<file path="config.mk">
export PLATFORM = sky130hd
export DESIGN_NAME = match_counter
export DESIGN_NICKNAME = d
export VERILOG_FILES = /design/src/rtl/matchcnt_pkg.sv /design/src/rtl/match_counter_bcd_digit.sv /design/src/rtl/match_counter.sv
export SDC_FILE = /design/constraint.sdc
export NUM_CORES = 1
export LEC_CHECK = 0
export CAP_MARGIN = 0
export CORE_ASPECT_RATIO = 1.1
export CORE_MARGIN = 3
export CORE_UTILIZATION = 45
export CTS_CLUSTER_SIZE = 8
export DETAILED_ROUTE_END_ITERATION = 7
export PLACE_DENSITY_LB_ADDON = 0.25
export SYNTH_ARGS = -nofsm -noshare
export SYNTH_HDL_FRONTEND = slang
export SYNTH_SLANG_ARGS = --single-unit
</file>
<file path="constraint.sdc">
create_clock -name clk -period 2.75 [get_ports clk]
set_input_delay 0.6875 -clock clk [delete_from_list [all_inputs] [get_ports clk]]
set_output_delay 0.6875 -clock clk [all_outputs]
set_load 0.03 [all_outputs]
</file>
<file path="src/rtl/matchcnt_pkg.sv">
// matchcnt_pkg: shared FSM state codes and default sizing for match_counter
package matchcnt_pkg;
    typedef enum logic [1:0] {
        IDLE  = 2'b00,
        GATE  = 2'b01,
        LATCH = 2'b10
    } state_t;
    localparam int GATE_CYCLES_DEF = 1000;
    localparam int CNT_W_DEF       = 16;
endpackage

</file>
<file path="src/rtl/match_counter_bcd_digit.sv">
// bcd_digit: one packed-BCD digit incrementer for match_counter's decimal accumulator
// ports: d digit in, inc increment request, q incremented digit, co carry to next digit, nine d==9
module bcd_digit (
    input  logic [3:0] d,
    input  logic       inc,
    output logic [3:0] q,
    output logic       co,
    output logic       nine
);
    assign nine = d == 4'd9;
    assign q    = inc ? (nine ? 4'd0 : d + 4'd1) : d;
    assign co   = inc & nine;
endmodule

</file>
<file path="src/rtl/match_counter.sv">
// match_counter: counts hit pulses over a GATE_CYCLES-long window, saturating, with BCD option MATCH_CNT_BCD_EN
// ports: clk clock, rst async active-low reset, hit match pulse, start open window, abort cancel window,
//        count/ovf last result, done result-update pulse, busy window open, statout FSM state code
module match_counter
    import matchcnt_pkg::*;
#(
    parameter int GATE_CYCLES = GATE_CYCLES_DEF,
    parameter int CNT_W       = CNT_W_DEF
) (
    input  logic             clk,
    input  logic             rst,
    input  logic             hit,
    input  logic             start,
    input  logic             abort,
    output logic [CNT_W-1:0] count,
    output logic             ovf,
    output logic             done,
    output logic             busy,
    output logic [1:0]       statout
);
    localparam int TW = $clog2(GATE_CYCLES);
    state_t           state;
    logic [TW-1:0]    timer;
    logic [CNT_W-1:0] acc, acc_inc, acc_nxt;
    logic             acc_ovf, ovf_nxt, sat, wrap, last;
`ifdef MATCH_CNT_BCD_EN
    localparam int ND = CNT_W / 4;
    logic [ND:0]   carry;
    logic [ND-1:0] nine;
    assign carry[0] = 1'b1;
    for (genvar i = 0; i < ND; i++) begin : g_bcd
        bcd_digit u_digit (
            .d    (acc[4*i +: 4]),
            .inc  (carry[i]),
            .q    (acc_inc[4*i +: 4]),
            .co   (carry[i+1]),
            .nine (nine[i])
        );
    end
    // all-9s holds the value; a carry out of the top digit is what would have wrapped
    assign sat  = &nine;
    assign wrap = carry[ND];
`else
    assign acc_inc = acc + 1'b1;
    assign sat     = &acc;
    assign wrap    = sat;
`endif
    assign acc_nxt = (hit && !sat) ? acc_inc : acc;
    assign ovf_nxt = acc_ovf | (hit & wrap);
    assign last    = timer == TW'(GATE_CYCLES - 1);
    assign busy    = state == GATE;
    assign statout = state;
    always_ff @(posedge clk or negedge rst) begin
        if (!rst) begin
            state   <= IDLE;
            timer   <= '0;
            acc     <= '0;
            acc_ovf <= 1'b0;
            count   <= '0;
            ovf     <= 1'b0;
            done    <= 1'b0;
        end else begin
            done <= 1'b0;
            case (state)
                IDLE: if (start && !abort) begin
                    state   <= GATE;
                    timer   <= '0;
                    acc     <= '0;
                    acc_ovf <= 1'b0;
                end
                GATE: if (abort) begin
                    state <= IDLE;
                end else begin
                    acc     <= acc_nxt;
                    acc_ovf <= ovf_nxt;
                    timer   <= timer + 1'b1;
                    // publish on the closing edge so done and the new result appear together
                    if (last) begin
                        state <= LATCH;
                        count <= acc_nxt;
                        ovf   <= ovf_nxt;
                        done  <= 1'b1;
                    end
                end
                LATCH: state <= IDLE;
                default: state <= IDLE;
            endcase
        end
    end
endmodule
</file>
==> flow_metrics.env <==
export IMPL_arrival_ns=2.81
export IMPL_dr_first_iter_drc_count=258
export IMPL_cts_htree_levels=2
export IMPL_syn_avg_cell_area_sq_um=9.20
export IMPL_final_common_cell="dfrtp_1"
export IMPL_yosys_area_top_type="dfrtp_1"
export IMPL_outcome="completed"
export IMPL_synthCells=278
export IMPL_drc_errors=0
export IMPL_fin_area_sq_um=3100
export IMPL_ys_seq_elements=47
export IMPL_grt_pass1_vias=2212
export IMPL_maxCapViolations=0
export IMPL_grt_overflow=0
export IMPL_io_buffers=25
export IMPL_cts_hold_buf=0
export IMPL_place_congestion=0.871
export IMPL_multi_input_area_sq_um=1280
export IMPL_cts_clk_slew_worst_paths_ns=0.09
export IMPL_dpl_worst_slack_ns=-0.129
export IMPL_power_leakage_nw=1.29
export IMPL_timing_rr_start="acc[13]"
export IMPL_dp_hpwl_mm=4.43
export IMPL_final_hold_viol_count=0
export IMPL_startpoint="abort"
export IMPL_period_share_pct=93.2
export IMPL_met1_length_mm=2.77
export IMPL_antenna_found_initial=0
export IMPL_setup_slack_ns=0.187
export IMPL_worstMarginPinSlew_ns=0.663
export IMPL_yosys_warnings=0
export IMPL_crit_path_start_kind="primary input"
export IMPL_rsz0062_at_grt="no"
export IMPL_root_buffer="clkbuf_8"
export IMPL_diodes=0
export IMPL_wire_per_inst_um=16.1
export IMPL_die_y_um=85.1
export IMPL_fillers=499
export IMPL_synth_edf_count=0
export IMPL_rows=28
export IMPL_cts_buffers=5
export IMPL_irDropWorstVdd_mv=0.256
export IMPL_regArea_sq_um=1180
export IMPL_p_per_area_nw_per_um2=490
export IMPL_grt_max_degree=29
export IMPL_maxSlewViolCount=0
export IMPL_ys_flop_type="dfrtp_1"
export IMPL_syn_nets=285
export IMPL_synthesis_area_sq_um=2560
export IMPL_routed_wl_mm=6.17
export IMPL_synth_cell_types=48
export IMPL_die_w_um=77.9
export IMPL_hold_ws_ns=0.379
export IMPL_place_area_sq_um=2970
export IMPL_ys_top_cells_by_area="dfrtp_1, nand3_1, nand2_1, o211ai_1, or4_1"
export IMPL_vias_per_cell=6.02
export IMPL_clk_latency_ns=0.30
export IMPL_layout_drive_gt1_share_pct=12.0
export IMPL_finalClockSkew_ns=0.00606
export IMPL_dr_total_vias=2311
export IMPL_synthArstFlopShare_pct=100
export IMPL_cts_sinks=47
export IMPL_required_ns=2.99
export IMPL_finalSetupViolations=0
export IMPL_dr_pass1_iters=6
export IMPL_layout_min_cycle_time_ns=2.56
export IMPL_post_cts_resized=0
export IMPL_route_met3_wl_um=242
export IMPL_seq_area_frac_synth_pct=46.0
export IMPL_layout_common_cells="dfrtp_1, nand2_1, nand3_1"
export IMPL_cp_end_kind="flop"
export IMPL_crit_type="in -> reg"
export IMPL_power_mw=1.52
export IMPL_num_io_pins=26
export IMPL_finalNonFillerCells=384
export IMPL_clockBufferDepth=2
export IMPL_met2_length_mm=3.09
export IMPL_core_area_sq_um=5430
export IMPL_track_usage_pct=20.2
export IMPL_fmax_mhz=390
export IMPL_ant_nets=0
export IMPL_placedCellCount=376
export IMPL_synth_top_area_share_pct=46.0
export IMPL_maxUsedRoutingLayer="met4"
export IMPL_dieArea_sq_um=6630
export IMPL_tritoncts="built"
export IMPL_worstPathMaxFanout=10
export IMPL_slew_headroom_pct=55.3
export IMPL_grt_pass1_wl_mm=10.6
export IMPL_ff2ff_setup_slack_ns=0.54
export IMPL_nNetsFinal=315
export IMPL_post_cts_buffers=0
export IMPL_start_util_pct=47.1
export IMPL_hold_path_class="in -> async"
export IMPL_area_growth_pct=21.2
==> cell type report <==
type                       instances  area share (%)
sequential                        47            37.9
clock buffer                       6            2.34
tap                               75            3.03
clock inverter                     2            1.94
timing repair buffer              45            12.7
inverter                           5           0.605
multi-input combinational        204            41.4
==> sequential cells by signal, summed over array words and instances, names as in the netlist <==
name / flops
acc: 16
count: 16
timer: 10
statout: 2
acc_ovf: 1
done: 1
ovf: 1
==> stage by stage <==
| stage | utilization, % | setup TNS [ns] |
|---|---|---|
| 3_5_place_dp | 54.7 | -0.788 |
| 2_1_floorplan | - | 0 |
| 3_3_place_gp | 54.7 | -0.575 |
| 4_1_cts | 57.1 | 0 |
| 6_report | 57.1 | 0 |
| 5_1_grt | 57.1 | 0 |
==> layer usage <==
layer / track usage [%] / vias to the layer above
met4: 6.52 / 0
met5: 0 / -
met3: 4.67 / 8
met1: 25.9 / 1137
li1: - / 1122
met2: 33.8 / 44
==> power by group <==
group / internal [mW] / switching, mW / total (mW)
combinational: 0.0633 / 0.0922 / 0.155
clock: 0.363 / 0.238 / 0.602
sequential: 0.720 / 0.0428 / 0.762
==> cells in the mapped netlist (all sizes together) (3+ instances only) <==
master   n
and4     5
dfrtp   47
nor3     4
clkbuf  20
nand2   34
a21oi    9
o211ai  11
nor4     4
a211oi   3
nand3   27
or4     12
nor2    14
o21ai   14
a31o     3
a31oi    9
xnor2    6
o31ai    3
a41oi    3
nand4    7
and3     3
inv      5
==> worst max-delay path: stages <==
cell             delay, ns
clkdlybuf4s50_1       0.46
or3b_4                0.40
or4_4                 0.63
or4_1                 0.53
nand3_1               0.09
==> worst paths after layout <==
check / endpoint / depth (start not counted)
worst min-delay path: acc[10] / 1
worst max-delay path: count[15] / 5
worst min register to register: count[9] / 2
max in group asynchronous: count[1] / 2
min in group clk: count[9] / 2
worst max register to register: count[2] / 4
==> kinds of logic (layout without fill, tap and decap cells) <==
family / after synthesis / in the layout / share of synthesized area (%)
compound gates: 71 / 71 / 19.7
xor+xnor: 8 / 8 / 2.74
fa+ha+maj: 2 / 2 / 0.978
buf+inv: 27 / 58 / 4.25
flops: 47 / 47 / 46.0
mux: 3 / 3 / 1.22
simple gates: 120 / 120 / 25.1
No activity file was read; power rests on OpenSTA's default activity.
